**config.mk**
```make
export PLATFORM = sky130hd
export DESIGN_NAME = load_store_unit
export DESIGN_NICKNAME = d
export VERILOG_FILES = /design/src/rtl/load_store_unit.sv
export SDC_FILE = /design/constraint.sdc
export NUM_CORES = 1
export LEC_CHECK = 0
export ABC_AREA = 0
export CORE_MARGIN = 5
export CORE_UTILIZATION = 35
export CTS_CLUSTER_DIAMETER = 80
export CTS_CLUSTER_SIZE = 20
export DETAILED_ROUTE_END_ITERATION = 8
export MAX_ROUTING_LAYER = met4
export PLACE_DENSITY = 0.68
export SLEW_MARGIN = 40
export SYNTH_ARGS = -nofsm -noshare
export SYNTH_HDL_FRONTEND = slang
export SYNTH_SLANG_ARGS = --single-unit
```
**constraint.sdc**
```tcl
create_clock -name clk_o -period 9 [get_ports clk_o]
set_clock_uncertainty 0.1 [all_clocks]
set_input_delay 2.7 -clock clk_o [delete_from_list [all_inputs] [get_ports clk_o]]
set_output_delay 2.7 -clock clk_o [all_outputs]
set_load 0.05 [all_outputs]
```
**src/rtl/load_store_unit.sv**
```systemverilog
// Load/store unit: word index, byte-lane mask and shifted store data toward Data_memory,
// plus load formatting. Accesses that cross a word boundary take two cycles.
module load_store_unit #(
  parameter int DMEM_DEPTH = 256
) (
  input  logic        clk_o,
  input  logic        reset,
  input  logic        req_valid,
  input  logic        req_wr,
  input  logic [2:0]  funct3,
  input  logic [31:0] addr,
  input  logic [31:0] wdata,
  output logic [31:0] load_data,
  output logic        stall,
  output logic        mem_err,
  output logic [31:0] addrL_LSU,
  output logic [31:0] addrS_LSU,
  output logic [31:0] store,
  output logic [3:0]  mask,
  output logic        wr_E,
  output logic        cs_E,
  output logic        Data_Memory_on,
  input  logic [31:0] data_rd
);

  typedef enum logic {IDLE, SPLIT2} state_t;

  localparam logic [31:0] DEPTH_W = 32'(DMEM_DEPTH);

  state_t      state_q;
  logic [31:0] hold_q;

  logic [1:0]  k;
  logic [31:0] w;
  logic        is_h, is_w, f3_ok, split, err, in_split2;
  logic [3:0]  mask_first, mask_second;
  logic [5:0]  shamt2;
  logic [31:0] lo, hi, sh, fmt, idx;

  assign k         = addr[1:0];
  assign w         = {2'b00, addr[31:2]};
  assign is_h      = (funct3[1:0] == 2'b01);
  assign is_w      = (funct3[1:0] == 2'b10);
  assign in_split2 = (state_q == SPLIT2);

  // Unsigned widths exist for loads only.
  assign f3_ok = (funct3 == 3'b000) || (funct3 == 3'b001) || (funct3 == 3'b010) ||
                 (!req_wr && ((funct3 == 3'b100) || (funct3 == 3'b101)));
  assign split = (is_w && (k != 2'd0)) || (is_h && (k == 2'd3));
  assign err   = !f3_ok || (w >= DEPTH_W) || (split && (w == DEPTH_W - 32'd1));

  // Lanes shifted past bit 3 belong to the second word and are dropped here.
  assign mask_first  = is_w ? (4'b1111 << k) : is_h ? (4'b0011 << k) : (4'b0001 << k);
  assign mask_second = is_w ? (4'b1111 >> (3'd4 - {1'b0, k})) : 4'b0001;
  assign shamt2      = 6'd32 - {1'b0, k, 3'b000};

  assign lo = in_split2 ? hold_q  : data_rd;
  assign hi = in_split2 ? data_rd : 32'd0;
  assign sh = 32'({hi, lo} >> {k, 3'b000});

  always_comb begin
    case (funct3)
      3'b000:  fmt = {{24{sh[7]}}, sh[7:0]};
      3'b100:  fmt = {24'd0, sh[7:0]};
      3'b001:  fmt = {{16{sh[15]}}, sh[15:0]};
      3'b101:  fmt = {16'd0, sh[15:0]};
      default: fmt = sh;
    endcase
  end

  always_comb begin
    load_data      = 32'd0;
    stall          = 1'b0;
    mem_err        = 1'b0;
    idx            = 32'd0;
    store          = 32'd0;
    mask           = 4'b0000;
    wr_E           = 1'b0;
    cs_E           = 1'b1;
    Data_Memory_on = 1'b0;
    if (reset) begin
      if (in_split2) begin
        cs_E           = 1'b0;
        Data_Memory_on = 1'b1;
        wr_E           = req_wr;
        idx            = w + 32'd1;
        mask           = req_wr ? mask_second : 4'b0000;
        store          = wdata >> shamt2;
        load_data      = req_wr ? 32'd0 : fmt;
      end else if (req_valid) begin
        if (err) begin
          mem_err = 1'b1;
        end else begin
          cs_E           = 1'b0;
          Data_Memory_on = 1'b1;
          wr_E           = req_wr;
          idx            = w;
          mask           = req_wr ? mask_first : 4'b0000;
          store          = wdata << {k, 3'b000};
          stall          = split;
          load_data      = (!req_wr && !split) ? fmt : 32'd0;
        end
      end
    end
  end

  assign addrL_LSU = idx;
  assign addrS_LSU = idx;

  always_ff @(posedge clk_o or negedge reset) begin
    if (!reset) begin
      state_q <= IDLE;
      hold_q  <= 32'd0;
    end else begin
      case (state_q)
        IDLE: if (req_valid && !err && split) begin
          state_q <= SPLIT2;
          hold_q  <= data_rd;
        end
        default: state_q <= IDLE;
      endcase
    end
  end

endmodule

```
* Word-level counts from Yosys, hierarchy flattened *
Index checks and enable logic that the tools add are counted.

word-level totals
  bits in registers = 33
  input bits = 103
  output and inout bits = 137

operators by class
  muxes and demuxes = 47
  add/sub/neg operators = 3
  reductions and logical operators = 21
  $lt $le $gt $ge = 1
  bitwise operators = 1
  shifts and indexed selects = 7
  equal/unequal tests = 8

operators by type and width
  cell                                                                    number
  32-bit two-way mux                                                      12
  32-bit one-hot mux with 4 select lines                                  1
  64-bit by 5-bit right shift with 32-bit output                          1
  31-bit two-way mux                                                      2
  30-bit two-way mux                                                      2
  4-bit two-way mux                                                       9
  32-bit by 5-bit << shifter with 32-bit output                           1
  32-bit by 6-bit right shift with 32-bit output                          1
  30-bit by 1-bit adder with 31-bit output, second input constant         1
  30-bit by 8-bit == test with 1-bit output, second input constant        1
  30-bit by 9-bit >= comparator with 1-bit output, second input constant  1
  1-bit two-way mux                                                       21
  1-bit logical AND                                                       7
  1-bit logical OR                                                        7
  3-bit == test, second input constant                                    2
  6-bit by 5-bit subtractor with 6-bit output, first input constant       1
  2-bit == test, second input constant                                    2
  1-bit logical NOT                                                       4
  1-bit by 2-bit << shifter with 4-bit output, first input constant       1
  2-bit by 2-bit << shifter with 4-bit output, first input constant       1
  4-bit by 2-bit << shifter with 4-bit output, first input constant       1
  4-bit by 3-bit right shift with 4-bit output, first input constant      1
  3-bit by 1-bit == test with 1-bit output, second input constant         1
  3-bit by 2-bit == test with 1-bit output, second input constant         1
  other kinds (6)                                                         6

* Depth between registers and ports, before layout *
  word-level depth = 12
  mapped depth = 14

* Least setup slack after synthesis *
Ideal clock, no wire load.

  path kind = input port to output port
  from = input addr[1]
  to = output load_data[27]
  arrival = 6.202 ns
  slack = -0.002 ns
  stages = 11
  buffers on the path = 4
  cell sequence = clkbuf_1 > inv_1 > clkbuf_1 > clkbuf_1 > ha_1 > nand2b_1 > and2_1 > and3_1 > a31oi_1 > clkbuf_1 > nor4_1

on the way
  longest elaborated chain between the ends = 10

RTL lines
  item                                                                                    line  text
  start: declaration                                                                      11    input logic [31:0] addr,
  branches (longest 8 deep; another with 64-bit by 5-bit right shift with 32-bit output)  n/a
  32-bit two-way mux (*)                                                                  82    if (in_split2) begin
  32-bit two-way mux (*)                                                                  81    if (reset) begin
  end: declaration                                                                        13    output logic [31:0] load_data,

Mark *: on every way between the ends.

* Worst setup path after layout *
  from = input addr[2]
  to = output addrS_LSU[30]

on the way
  longest elaborated chain between the ends = 3

RTL lines
  item                                      line  text
  30-bit by 1-bit adder with 31-bit output  86    idx = w + 32'd1;
  31-bit two-way mux                        82
  31-bit two-way mux                        81
  end: declaration                          17    output logic [31:0] addrS_LSU,

No other way between the ends.

==> impl_metrics.ini <==
[synthesis]
synth_cell_type_count = 60
ys_top_cells_by_area = dfrtp_1 (15%), mux2i_1 (12%), mux2_2 (6.4%)
ys_ff_latch = 33
synth_top_area_share_pct = 14.7
synth_top_cell_by_area = dfrtp_1
synth_area_mm2 = 0.00562
synth_edf_count = 0
synth-compound-area-share_pct = 21.7
synthSimpleGateAreaFrac_pct = 22.8
synthAdderAreaFrac_pct = 2.23
synth_async_sr_flop_share_pct = 100
synth_top_family_by_area = multiplexers
synthMostInstantiatedCell = mux2i_1
synth_warnings = 0
synthTopCellsByCount = mux2i_1 (66), nor2_1 (52), nand2_1 (42)
yosysSeqAreaShare_pct = 14.7
avgSynthCellArea_um2 = 7.85
muxShareOfSynthArea_pct = 27.8
synthFlopType = dfrtp_1
synth_cells = 716
synthXorXnorAreaFrac_pct = 0.779

[drt]
dr.first_iter.drc_count = 422
firstDrtPassIters = 5
route.antenna.remaining_nets = 0
drc = 0
viasPerCell = 5.73
wl_mm = 21.9
vias = 6288
wl_per_cell_um = 19.9

[setup_path]
critPathMaxFanout = 4
cp_top_family = buffers and inverters
crit_arrival_ns = 5.66
path_buf_inv = 2
crit_path_max_incr_delay_ns = 0.91
cp.required_ns = 6.20
path_cells = clkdlybuf4s50_1 -> ha_1 -> and3_1 -> nand3_1 -> or4_1 -> nor4_1 -> clkdlybuf4s50_1
crit_slowest_cell = clkdlybuf4s50_1
cp-end-kind = output pin
cpMostUsedCell = clkdlybuf4s50_1
start_kind = input port
path_class = input port to output pin

[placement]
io_buffers = 237
dp_cells = 1089
place_ws_ns = 0.528
place_area_mm2 = 0.00761
gp_congestion = 0.919
dpl.hpwl_mm = 16.3

[status]
outcome = finished, final reports clean

[cells_and_area]
final_util_pct = 49.1
drive_above_1_share_pct = 24.6
finalNetCount = 993
syn2layout_area_growth_pct = 38.1
postLayoutCellArea_mm2 = 0.00776
post_layout_nonfiller_instances = 1098

[global_routing]
gr-usage-all-layers_pct = 22.8
grt-ovfl-total = 0
grt_pass1_vias = 6055
grt_max_degree = 86
antenna_found_initial = 1
grt_pass1_wl_mm = 33.5

[die]
die_x_um = 137
dieArea_mm2 = 0.0187
io_pins = 240
die_y_um = 137
num_rows = 46
start_util_pct = 35.5
core_mm2 = 0.0158

[job]
max-cap-violations = 0

[sta]
finalSetupViolCount = 0
slew_headroom_pct = 49.2
fin_crit_sh_pct = 94.0
finalSetupTns_ns = 0
timing.final.crit_period_ns = 8.46
rsz0062_at_grt = false
hold_violations = 0
setup_ws_ns = 0.540
drv_slew = 0
worst_slew_pin_slew_ns = 0.759
max_freq_ghz = 0.118

[cts]
cts_root_buf = clkbuf_16
cts_tree = done
htreeDepth = 2
clock_sinks = 33
postCtsSetupBuffers = 0
clk_pin_slew_worst_paths_ns = 0.06
cts_resized = 0
clk_latency_ns = 0.28
postCtsHoldBufs = 0
cts_buffer_depth = 2
cts_made_buffers = 5

[min_path]
hp-class = flop to flop

[pwr]
powerDensity_mw_per_mm2 = 67.3
power.leakage_nw = 3.33
vdd_drop_max_mv = 0.0596
[flip-flops by register name, indices dropped and copies added, names as in the netlist]
signal / cells
hold_q: 32
in_split2: 1
[layout by cell type (no fill, tap or decap), types with 8 or more instances in the layout]
master / Yosys / final
nand4_1: 10 / 10
nor3_1: 25 / 25
a21oi_1: 37 / 37
a22oi_1: 14 / 14
ha_1: 10 / 10
nor2_1: 52 / 52
mux2i_1: 66 / 66
mux4_2: 9 / 9
o221a_2: 8 / 8
clkdlybuf4s50_1: 0 / 101
o21ai_0: 36 / 36
and2_1: 14 / 14
nand3_1: 25 / 25
nor4_1: 25 / 25
o211ai_1: 19 / 19
mux2_2: 32 / 32
o22a_1: 16 / 16
buf_4: 34 / 139
dfrtp_1: 33 / 32
o31ai_1: 16 / 16
nor3b_1: 8 / 8
nand2_1: 42 / 42
and3_1: 12 / 12
inv_1: 14 / 14
mux2_1: 30 / 30
[metal layers]
layer	GRT usage (%)	wire (um)	vias to the layer above
li1	-	-	3005
met1	29.7	9450	2972
met2	36.9	10100	290
met3	3.42	1890	21
met4	6.27	452	0
met5	-	0	-
[where the power goes]
group | switching (mW) | internal, mW
Combinational | 0.109 | 0.0990
Sequential | 0.0000000522 | 0.148
Clock | 0.0650 | 0.102
Total | 0.174 | 0.349
[worst reg2reg max path, stage by stage, from the launching register on]
cell and delay (ns):
dfrtp_4 0.45, buf_6 0.53, nor2_1 0.18, nand3_1 0.15, buf_4 0.42, mux2_2 0.40
[cell families after synthesis]
group / count (synthesis)
compound gates: 178
xor+xnor: 5
fa+ha+maj: 10
buf+inv: 109
flops: 33
mux: 137
other cells: 1
simple gates: 243
[cell type report]
class / instances / area [um^2]
antenna: 1 / 2.50
clock buffer: 6 / 129
clock inverter: 2 / 10.0
fill: 1574 / 8060
inverter: 15 / 56.3
multi-input combinational: 575 / 4260
sequential: 33 / 830
tap: 216 / 270
timing repair buffer: 250 / 2210
[final timing paths]
check                           endpoint        from  cells after the start  slack (ns)
setup reg to reg              hold_q[16]   in_split2                      5        6.66
setup / recovery           addrS_LSU[30]     addr[2]                      7        0.54
max in group asynchronous      in_split2       reset                      2        5.91
min in group asynchronous     hold_q[23]       reset                      2        2.43
hold / removal                hold_q[20]  hold_q[20]                      1        0.39
hold reg to reg               hold_q[20]  hold_q[20]                      1        0.39
[stage by stage]
stage / hold slack (ns) / power (mW)
6_report: 0.385 / 0.523
5_1_grt: 0.404 / 0.548
4_1_cts: 0.391 / 0.523
3_5_place_dp: 0.375 / 0.355
3_3_place_gp: 0.368 / 0.354
2_1_floorplan: 0.359 / 0.264
Power figures use the tool's default switching activity.
